==> src/rtl/fp_standardizer_pipe.sv <==
// fp_standardizer_pipe: 2-stage normalise + round/pack for the FP add/sub path.
// Define FP_STD_SUBNORMAL_EN to emit subnormals instead of flushing to zero.
module fp_standardizer_pipe #(
  parameter int EXP_W = 8,
  parameter int MAN_W = 23
) (
  input  logic             clk,
  input  logic             rst_n,
  input  logic             in_valid,
  output logic             in_ready,
  input  logic             sign_in,
  input  logic [1:0]       rnd_mode,
  input  logic [EXP_W-1:0] exp_in,
  input  logic [MAN_W+2:0] mantis_in,
  input  logic             loss,
  output logic             out_valid,
  input  logic             out_ready,
  output logic [EXP_W-1:0] exp_out,
  output logic [MAN_W-1:0] mantis_out,
  output logic             sign_out,
  output logic             flag_ovf,
  output logic             flag_unf,
  output logic             flag_inexact,
  output logic             flag_zero
);

  localparam int LW = $clog2(MAN_W + 3);
  localparam int CW = ((EXP_W > LW) ? EXP_W : LW) + 1;
  localparam logic [EXP_W:0] EXP_MAX = {1'b0, {EXP_W{1'b1}}};
  localparam logic [1:0] RNE = 2'b00;
  localparam logic [1:0] RTZ = 2'b01;
  localparam logic [1:0] RUP = 2'b10;
  localparam logic [1:0] RDN = 2'b11;

  function automatic logic [LW-1:0] lzc_f(input logic [MAN_W+1:0] v);
    lzc_f = LW'(MAN_W + 2);
    for (int i = 0; i <= MAN_W + 1; i++) begin
      if (v[i]) lzc_f = LW'(MAN_W + 1 - i);
    end
  endfunction

  logic             s1_valid_q, s1_valid_d;
  logic [EXP_W:0]   s1_exp_q, s1_exp_d;
  logic [MAN_W+1:0] s1_man_q, s1_man_d;
  logic             s1_stk_q, s1_stk_d;
  logic             s1_sub_q, s1_sub_d;
  logic             s1_flush_q, s1_flush_d;
  logic             s1_zero_q, s1_zero_d;
  logic             s1_sign_q, s1_sign_d;
  logic [1:0]       s1_mode_q, s1_mode_d;

  logic             out_valid_q, out_valid_d;
  logic [EXP_W-1:0] exp_out_q, exp_out_d;
  logic [MAN_W-1:0] frac_out_q, frac_out_d;
  logic             sign_out_q, sign_out_d;
  logic             ovf_q, ovf_d;
  logic             unf_q, unf_d;
  logic             inx_q, inx_d;
  logic             zero_q, zero_d;

  logic s1_adv, s2_adv;
  assign s2_adv   = !out_valid_q || out_ready;
  assign s1_adv   = !s1_valid_q || s2_adv;
  assign in_ready = s1_adv;

  logic [MAN_W+1:0] man_lo;
  logic [LW-1:0]    lzc;
  logic [CW-1:0]    lzc_c, exp_c;
  assign man_lo = mantis_in[MAN_W+1:0];
  assign lzc    = lzc_f(man_lo);
  assign lzc_c  = CW'(lzc);
  assign exp_c  = CW'(exp_in);

`ifdef FP_STD_SUBNORMAL_EN
  logic [EXP_W-1:0] sub_sh;
  assign sub_sh = (exp_in == '0) ? '0 : exp_in - 1'b1;
`endif

  always_comb begin
    s1_valid_d = s1_valid_q;
    s1_exp_d   = s1_exp_q;
    s1_man_d   = s1_man_q;
    s1_stk_d   = s1_stk_q;
    s1_sub_d   = s1_sub_q;
    s1_flush_d = s1_flush_q;
    s1_zero_d  = s1_zero_q;
    s1_sign_d  = s1_sign_q;
    s1_mode_d  = s1_mode_q;
    if (s1_adv) begin
      s1_valid_d = in_valid;
      if (in_valid) begin
        s1_sign_d  = sign_in;
        s1_mode_d  = rnd_mode;
        s1_exp_d   = {1'b0, exp_in};
        s1_man_d   = man_lo;
        s1_stk_d   = loss;
        s1_sub_d   = 1'b0;
        s1_flush_d = 1'b0;
        s1_zero_d  = 1'b0;
        if (mantis_in[MAN_W+2]) begin
          s1_man_d = mantis_in[MAN_W+2:1];
          s1_exp_d = {1'b0, exp_in} + 1'b1;
          s1_stk_d = loss | mantis_in[0];
        end else if (man_lo == '0) begin
          s1_zero_d = 1'b1;
          s1_exp_d  = '0;
        end else if (lzc_c < exp_c) begin
          s1_man_d = man_lo << lzc;
          s1_exp_d = {1'b0, exp_in} - (EXP_W + 1)'(lzc);
        end else begin
`ifdef FP_STD_SUBNORMAL_EN
          s1_sub_d   = 1'b1;
          s1_exp_d   = '0;
          s1_man_d   = man_lo << sub_sh;
`else
          s1_flush_d = 1'b1;
          s1_exp_d   = '0;
          s1_man_d   = '0;
`endif
        end
      end
    end
  end

  logic             g, gs, inc, bump, to_inf;
  logic [MAN_W+1:0] sum;
  logic [EXP_W:0]   exp_r;
  logic [MAN_W-1:0] frac_r;

  always_comb begin
    g   = s1_man_q[0];
    gs  = g | s1_stk_q;
    inc = 1'b0;
    case (s1_mode_q)
      RNE:     inc = g & (s1_stk_q | s1_man_q[1]);
      RTZ:     inc = 1'b0;
      RUP:     inc = gs & !s1_sign_q;
      default: inc = gs & s1_sign_q;
    endcase
    sum    = {1'b0, s1_man_q[MAN_W+1:1]} + (MAN_W + 2)'(inc);
    // A subnormal whose rounding sets the hidden bit becomes the smallest normal.
    bump   = sum[MAN_W+1] | (s1_sub_q & sum[MAN_W]);
    exp_r  = s1_exp_q + (EXP_W + 1)'(bump);
    frac_r = sum[MAN_W+1] ? '0 : sum[MAN_W-1:0];
    to_inf = (s1_mode_q == RNE) ||
             ((s1_mode_q == RUP) && !s1_sign_q) ||
             ((s1_mode_q == RDN) && s1_sign_q);
  end

  always_comb begin
    out_valid_d = out_valid_q;
    exp_out_d   = exp_out_q;
    frac_out_d  = frac_out_q;
    sign_out_d  = sign_out_q;
    ovf_d       = ovf_q;
    unf_d       = unf_q;
    inx_d       = inx_q;
    zero_d      = zero_q;
    if (s2_adv) begin
      out_valid_d = s1_valid_q;
      if (s1_valid_q) begin
        sign_out_d = s1_sign_q;
        if (s1_zero_q || s1_flush_q) begin
          exp_out_d  = '0;
          frac_out_d = '0;
          ovf_d      = 1'b0;
          unf_d      = s1_flush_q;
          inx_d      = s1_flush_q | s1_stk_q;
          zero_d     = 1'b1;
        end else if (exp_r >= EXP_MAX) begin
          exp_out_d  = to_inf ? {EXP_W{1'b1}} : {{(EXP_W-1){1'b1}}, 1'b0};
          frac_out_d = to_inf ? '0 : '1;
          ovf_d      = 1'b1;
          unf_d      = 1'b0;
          inx_d      = 1'b1;
          zero_d     = 1'b0;
        end else begin
          exp_out_d  = exp_r[EXP_W-1:0];
          frac_out_d = frac_r;
          ovf_d      = 1'b0;
          unf_d      = s1_sub_q & (exp_r == '0) & gs;
          inx_d      = gs;
          zero_d     = (exp_r == '0) && (frac_r == '0);
        end
      end
    end
  end

  always_ff @(posedge clk) begin
    if (!rst_n) begin
      s1_valid_q  <= 1'b0;
      s1_exp_q    <= '0;
      s1_man_q    <= '0;
      s1_stk_q    <= 1'b0;
      s1_sub_q    <= 1'b0;
      s1_flush_q  <= 1'b0;
      s1_zero_q   <= 1'b0;
      s1_sign_q   <= 1'b0;
      s1_mode_q   <= '0;
      out_valid_q <= 1'b0;
      exp_out_q   <= '0;
      frac_out_q  <= '0;
      sign_out_q  <= 1'b0;
      ovf_q       <= 1'b0;
      unf_q       <= 1'b0;
      inx_q       <= 1'b0;
      zero_q      <= 1'b0;
    end else begin
      s1_valid_q  <= s1_valid_d;
      s1_exp_q    <= s1_exp_d;
      s1_man_q    <= s1_man_d;
      s1_stk_q    <= s1_stk_d;
      s1_sub_q    <= s1_sub_d;
      s1_flush_q  <= s1_flush_d;
      s1_zero_q   <= s1_zero_d;
      s1_sign_q   <= s1_sign_d;
      s1_mode_q   <= s1_mode_d;
      out_valid_q <= out_valid_d;
      exp_out_q   <= exp_out_d;
      frac_out_q  <= frac_out_d;
      sign_out_q  <= sign_out_d;
      ovf_q       <= ovf_d;
      unf_q       <= unf_d;
      inx_q       <= inx_d;
      zero_q      <= zero_d;
    end
  end

  assign out_valid    = out_valid_q;
  assign exp_out      = exp_out_q;
  assign mantis_out   = frac_out_q;
  assign sign_out     = sign_out_q;
  assign flag_ovf     = ovf_q;
  assign flag_unf     = unf_q;
  assign flag_inexact = inx_q;
  assign flag_zero    = zero_q;

endmodule
==> config.mk <==
export PLATFORM = sky130hd
export DESIGN_NAME = fp_standardizer_pipe
export DESIGN_NICKNAME = d
export VERILOG_FILES = /design/src/rtl/fp_standardizer_pipe.sv
export SDC_FILE = /design/constraint.sdc
export NUM_CORES = 1
export LEC_CHECK = 0
export BUFFER_PORTS_ARGS = -buffer_cell sky130_fd_sc_hd__buf_2
export CAP_MARGIN = 0
export CELL_PAD_IN_SITES_DETAIL_PLACEMENT = 1
export CELL_PAD_IN_SITES_GLOBAL_PLACEMENT = 1
export CORE_ASPECT_RATIO = 1.75
export CORE_MARGIN = 10
export CORE_UTILIZATION = 46
export CTS_CLUSTER_SIZE = 40
export DETAILED_ROUTE_END_ITERATION = 7
export PLACE_DENSITY = 0.95
export SKIP_LAST_GASP = 1
export SLEW_MARGIN = 25
export SYNTH_ARGS = -nofsm -noshare
export SYNTH_HDL_FRONTEND = slang
export SYNTH_SLANG_ARGS = --single-unit
==> constraint.sdc <==
create_clock -name clk -period 12.3 [get_ports clk]
set_clock_uncertainty 0.15 [all_clocks]
set_input_delay 1.23 -clock clk [delete_from_list [all_inputs] [get_ports clk]]
set_output_delay 1.23 -clock clk [all_outputs]
set_load 0.1 [all_outputs]
==> results of run 1 <==
## routing by layer
| layer | track usage | vias to the layer above | wire length (um) |
|---|---|---|---|
| li1 | - | 3197 | - |
| met1 | 0.270 | 3411 | 8780 |
| met2 | 0.470 | 315 | 13100 |
| met3 | 0.0402 | 112 | 1330 |
| met4 | 0.172 | 0 | 1600 |
| met5 | 0 | - | 0 |
## cell families after synthesis
| kind of cell | synth area share |
|---|---|
| AOI/OAI and AO/OA | 0.351 |
| and+or+nand+nor | 0.229 |
| buffers and inverters | 0.0653 |
| DFF | 0.255 |
| xor gates and xnor gates | 0.0543 |
| adders and majority gates | 0.0257 |
| muxes | 0.0200 |
## per-stage QoR
stage | utilization | hold WS, ns | total power [uW]
after CTS | 0.527 | 0.299 | 783
after detailed placement | 0.503 | 0.293 | 506
after floorplan | - | 0.308 | 444
after global placement | 0.503 | 0.286 | 499
final | 0.527 | 0.296 | 788
after global routing | 0.527 | 0.318 | 814
## cell type report
class	instances	area [um^2]
multi-input cells	660	4170
flip-flops and latches	78	1560
clock buffers	10	229
well taps	171	214
fillers	1711	6150
repair buffers	89	470
clock inverters	5	75.1
inverters	35	134
## state kept, by name, indices dropped and copies added, names as in the netlist
name and flops:
exp_out 8, flag_inexact 1, flag_ovf 1, flag_unf 1, flag_zero 1, mantis_out 23
out_valid 1, s1_exp_q 9, s1_flush_q 1, s1_man_q 25, s1_mode_q 2, s1_sign_q 1
s1_stk_q 1, s1_valid_q 1, s1_zero_q 1, sign_out 1
## power by group
part	internal [uW]	switching, uW	total (uW)
Sequential	268	16.9	285
Combinational	63.4	160	224
Clock	175	104	279
Total	507	281	788
## worst reg2reg max path: stages, from the launching register on
cell,delay (ns)
dfxtp_1,0.41
nor2b_1,0.18
ha_1,0.24
nor2b_1,0.17
a21oi_1,0.07
o2bb2ai_1,0.20
ha_1,0.21
ha_1,0.22
and2_1,0.15
nand4_1,0.28
nor3_1,0.39
and3_1,0.53
ha_1,0.33
ha_1,0.27
nand3_1,0.12
xor2_1,0.28
nor4b_1,0.13
a41oi_1,0.36
buf_4,0.30
o21ai_0,0.17
or3_1,0.33
or3_1,0.36
a21oi_1,0.16
## synth_stat cells (all sizes together), types with 5 or more instances
library cell | n | share of area
a2111oi | 7 | 0.015
a211oi | 27 | 0.033
a21boi | 5 | 0.0061
a21o | 5 | 0.0061
a21oi | 68 | 0.057
a221oi | 13 | 0.020
a22oi | 21 | 0.026
a31oi | 10 | 0.010
and2 | 9 | 0.0092
and3 | 17 | 0.017
buf | 19 | 0.017
clkbuf | 44 | 0.027
clkinv | 5 | 0.0031
dfxtp | 78 | 0.25
ha | 11 | 0.022
inv | 30 | 0.019
mux2i | 7 | 0.011
nand2 | 65 | 0.040
nand2b | 5 | 0.0051
nand3 | 29 | 0.024
nand4 | 10 | 0.010
nor2 | 86 | 0.053
nor2b | 9 | 0.0092
nor3 | 27 | 0.023
nor4 | 10 | 0.013
o211ai | 24 | 0.029
o21a | 5 | 0.0061
o21ai | 68 | 0.056
o221ai | 8 | 0.011
o31ai | 11 | 0.013
or2 | 5 | 0.0051
or3 | 5 | 0.0051
xnor2 | 25 | 0.036
xor2 | 13 | 0.019
## final timing paths
check	slack (ns)	cells past startpoint	to
worst min-delay path	0.30	2	mantis_out[16]
worst min register to register	0.30	2	mantis_out[16]
worst max register to register	6.21	22	flag_zero
worst max-delay path	5.89	14	s1_man_q[1]
==> run_results.csv, run 1 <==
group,metric,value,unit
run_status,outcome,"finished clean",
sta,fmax,156,MHz
floorplanning,die_w,107,um
sta,max-slew-margin-rel,0.389,
clocking,htree_levels,3,
setup_path,cpPeakStageDelay,0.72,ns
yosys,synthArstFlopShare,0,
route,num_vias,7035,
floorplanning,die_area,0.0185,mm^2
place,io_buffer_count,79,
setup_path,worst_setup_path_start_kind,"input port",
sta,tightest_slew,0.914,ns
setup_path,cp_top_family,"simple AND/OR/NAND/NOR gates",
global_routing,grtUsageTotal,0.262,
setup_path,startpoint,"mantis_in[18]",
route,drtIter0Drc,529,
clocking,cts_hold_buf,0,
sta,setup_viol,0,
route,viasPerCell,6.71,
setup_path,critical_path_class,"in2reg",
clocking,clk_latency,0.34,ns
run,drv_cap,0,
route,drcViolationCount,0,
clocking,clock-sinks,78,
yosys,syn_inst,836,
finish,final_cell_count_no_fill,1048,
clocking,cts_tree,"yes",
yosys,yosys_warnings,0,
clocking,cts_root_buffer,"clkbuf_16",
pwr,leakage,0.00266,uW
place,gp_congestion,1.05,
yosys,synth-edff-count,0,
yosys,ys_types,74,
global_routing,grt_pass1_vias,7350,
floorplanning,core_area,0.0130,mm^2
global_routing,antenna_found_initial,0,
place,place_hpwl,18600,um
yosys,avgSynthCellArea,7.33,um^2
place,place_inst,1033,
min_path,min_from,"mantis_out[16]",
sta,tns,0,ns
place,dp_slack,5.92,ns
finish,post_route_cells_drive_above_1_share,0.140,
finish,design_area,0.00686,mm^2
clocking,clk_pin_slew_worst_paths,0.06,ns
place,dpl-instance-area,0.00655,mm^2
route,drtAntennaViolNets,0,
finish,antenna_cells,0,
floorplanning,chipHeight,173,um
clocking,cts_buffers,9,
global_routing,gr-total-overflow,0,
sta,fin_crit,6.41,ns
sta,post-route-period-util,0.521,
floorplanning,start_util,0.471,
clocking,cts_max_path_buffers,2,
setup_path,crit_buf_inv,2,
setup_path,critPathMaxFanout,15,
finish,area_growth,11.9,%
pwr,power_density,115,mW/mm^2
finish,fin_nets,927,
setup_path,end_kind,"flip-flop",
sta,layout_setup_ws,5.89,ns
yosys,syn-cell-area,0.00613,mm^2
yosys,ys_seq_elements,78,
min_path,holdCritPathClass,"reg2reg",
global_routing,grt_max_degree,62,
setup_path,critPathSlowestCell,"nor4_1",
floorplanning,rows,55,
setup_path,crit_arrival,6.50,ns
yosys,ys_seq_area_frac,0.255,
setup_path,crit_required,12.39,ns
route,wire_per_inst,23.7,um
global_routing,grt_first_pass_wirelength,39700,um
finish,final_cell_mix,"nor2_1, buf_2, dfxtp_1",
yosys,ys.flop_type,"dfxtp_1",
clocking,cts_setup_buffers,0,
clocking,cts_resized,0,
yosys,syn-num-nets,890,
route,dr.pass1.iters,5,
setup_path,cp_cell_sequence,"buf_2 > nor4_1 > nand2_1 > nor2_1 > clkinv_1 > ha_1 > o21a_1 > o31a_1 > nor3_1 > o21a_1 > or3_1 > nor2_1 > a32oi_1 > a211oi_1",
route,wirelength,24900,um
setup_path,r2r-start,"s1_mode_q[1]",
sta,rsz0062_at_grt,"false",
sta,slew_violations,0,
finish,layout_commonest_cell,"nor2_1",
floorplanning,ioPinCount,80,
pwr,peakVddDrop,0.0000543,V
sta,hold_viol,0,
Note: power is estimated with default switching activity, not from simulation.
==> inputs of run 2 (changes only) <==
- ABC_AREA: unset -> 1
- CORE_UTILIZATION: 46 -> 40
- PLACE_DENSITY: 0.95 -> 0.91
- clock period: 12.3 -> 5.93 ns (I/O delays scaled with it)
==> run 2 against run 1 <==
  * Die area is 8.2% higher
  * Register-to-register slack lost 5.9 ns
  * Power increased by 110%
  * Flip-flop and latch count is the same
  * Area after synthesis is 4.6% lower
  * Design area shrank 1.5%
  * Sequential share of layout area is 0.34 points higher
  * Global-route usage decreased by 5.1 points
  * Critical path type is now reg2reg
==> run_results.csv, run 2 <==
group,metric,value,unit
clocking,cts_hold_buf,0,
setup_path,critPathSlowestCell,"dfxtp_1",
yosys,syn-cell-area,0.00585,mm^2
floorplanning,rows,58,
floorplanning,chipHeight,180,um
yosys,syn_inst,969,
setup_path,crit_top_cell,"ha_1",
finish,final_cell_count_no_fill,1211,
route,drcViolationCount,0,
setup_path,crit_arrival,5.78,ns
sta,fmax,177,MHz
place,place_hpwl,16800,um
finish,antenna_cells,0,
global_routing,gr-total-overflow,0,
setup_path,cpPeakStageDelay,0.36,ns
yosys,avgSynthCellArea,6.04,um^2
finish,fillers,2016,
yosys,netlist_top_cells_area,"dfxtp_1, nand2_1, nand3_1",
global_routing,grt_max_degree,58,
setup_path,critical_path_class,"reg2reg",
route,dr.pass1.iters,5,
clocking,cts_tree,"yes",
global_routing,grtUsageMet3,0.0327,
setup_path,crit_required,6.06,ns
finish,top_register,"s1_man_q",
clocking,cts_max_path_buffers,2,
yosys,synthArstFlopShare,0,
clocking,clock-sinks,78,
sta,setup_viol,0,
floorplanning,start_util,0.407,
place,dpl-instance-area,0.00636,mm^2
clocking,clk_pin_slew_worst_paths,0.06,ns
route,wire_per_inst,18.7,um
global_routing,grtUsageTotal,0.211,
clocking,clk_latency,0.35,ns
yosys,ys_seq_elements,78,
finish,fin_nets,1081,
yosys,ys_types,47,
clocking,cts_root_buffer,"clkbuf_16",
setup_path,end_kind,"flip-flop",
yosys,synth.most_common_cell,"nand2_1",
global_routing,grt_pass1_vias,7343,
setup_path,critPathMaxFanout,5,
yosys,ys.flop_type,"dfxtp_1",
global_routing,grt_use_met1,0.208,
finish,largest_reg_flops,25,
clocking,cts_buffers,9,
floorplanning,die_w,111,um
run_status,outcome,"finished clean",
pwr,power_density,244,mW/mm^2
sta,hold_viol,0,
global_routing,grt_use_met2,0.390,
yosys,synth-edff-count,0,
yosys,synth_top_area_frac,0.267,
pwr,leakage,0.00316,uW
sta,tightest_slew,0.753,ns
yosys,synthTopCellsByCount,"nand2_1, nand3_1, a21oi_1",
route,num_vias,7017,
setup_path,worst_setup_path_start_kind,"flip-flop",
run,drv_cap,0,
route,viasPerCell,5.79,
sta,fin_crit,5.65,ns
global_routing,grt_busiest_layer,"met2",
finish,post_route_cells_drive_above_1_share,0.150,
sta,post-route-period-util,0.953,
yosys,ys_seq_area_frac,0.267,
finish,design_area,0.00676,mm^2
sta,slew_violations,0,
place,gp_congestion,0.934,
clocking,htree_levels,3,
floorplanning,ioPinCount,80,
floorplanning,die_area,0.0201,mm^2
route,drtIter0Drc,379,
yosys,syn-num-nets,1023,
route,wirelength,22600,um
floorplanning,core_area,0.0144,mm^2
global_routing,antenna_found_initial,0,
place,place_inst,1194,
pwr,peakVddDrop,0.000132,V
min_path,holdCritPathClass,"reg2reg",
route,drtAntennaViolNets,0,
sta,rsz0062_at_grt,"true",
finish,final_cell_mix,"nand2_1, nand3_1, a21oi_1",
finish,area_growth,15.5,%
finish,layout_commonest_cell,"nand2_1",
place,io_buffer_count,79,
yosys,yosys_warnings,0,
sta,max-slew-margin-rel,0.498,
global_routing,grt_first_pass_wirelength,35700,um
yosys,synth_top_area_cell,"dfxtp_1",
[run 2: changes by cell type after synthesis, moves of 27 or more]
cell / previous run / this run
nor2_1: 85 / 46
a211oi_1: 27 / 0
nand2_1: 65 / 296
inv_1: 29 / 90
nand3_1: 29 / 122
a21oi_1: 67 / 105
[run 2: timing repair]
action,in CTS,in global routing
resized for setup,0,19
buffers inserted,0,1
endpoints found under the setup margin,0,25
[run 2: final timing paths]
check	startpoint	end	slack (ns)	cells after the start
max	s1_mode_q[1]	flag_zero	0.28	34
min reg2reg	mantis_out[2]	mantis_out[2]	0.31	2
max reg2reg	s1_mode_q[1]	flag_zero	0.28	34
min	mantis_out[2]	mantis_out[2]	0.31	2
[run 2: critical path: cells and delay by family (launching register included)]
kind	cells	cell delay [ns]
compound gates	2	0.41
xor+xnor	1	0.13
buf+inv	4	0.40
simple gates	22	3.05
flops	1	0.36
fa+ha+maj	5	1.06
[run 2: stage by stage]
| stage | hold slack (ns) | setup TNS, ns | util | worst slack [ns] | power, uW |
|---|---|---|---|---|---|
| floorplan | 0.305 | 0 | - | 1.02 | 919 |
| global placement | 0.299 | 0 | 0.443 | 0.663 | 1030 |
| finish | 0.310 | 0 | 0.470 | 0.277 | 1650 |
| global route | 0.336 | -2.28 | 0.470 | -0.202 | 1720 |
| detailed placement | 0.305 | 0 | 0.443 | 0.388 | 1040 |
| CTS | 0.314 | 0 | 0.465 | 0.261 | 1640 |
[run 2: kinds of logic (layout without fill, tap and decap cells)]
| family | Yosys count | after routing | share of synthesized area |
|---|---|---|---|
| AO/OA/AOI/OAI | 192 | 192 | 0.182 |
| XOR/XNOR | 16 | 16 | 0.0240 |
| adder cells (fa/ha/maj) | 12 | 12 | 0.0270 |
| buffers and inverters | 142 | 204 | 0.0963 |
| flip-flops | 78 | 78 | 0.267 |
| AND/OR/NAND/NOR | 529 | 529 | 0.404 |
[run 2: final cells by class]
| type | count | area [um^2] | area share |
|---|---|---|---|
| multi-input cells | 749 | 3770 | 0.558 |
| inverters | 96 | 363 | 0.0537 |
| clock buffers | 11 | 253 | 0.0374 |
| repair buffers | 93 | 517 | 0.0765 |
| well taps | 180 | 225 | 0.0333 |
| flip-flops and latches | 78 | 1560 | 0.231 |
| clock inverters | 4 | 70.1 | 0.0104 |
[run 2: report_power, final]
group	internal, uW	leakage, uW	switching (uW)
combinational	123	0.00235	336
sequential	557	0.000641	31.7
clock	387	0.000161	211
total	1070	0.00316	578
[run 2: layer usage]
layer  wire (um)  up-vias
li1            -     3349
met1        8290     3352
met2       12100      226
met3         917       90
met4        1350        0
met5           0        -
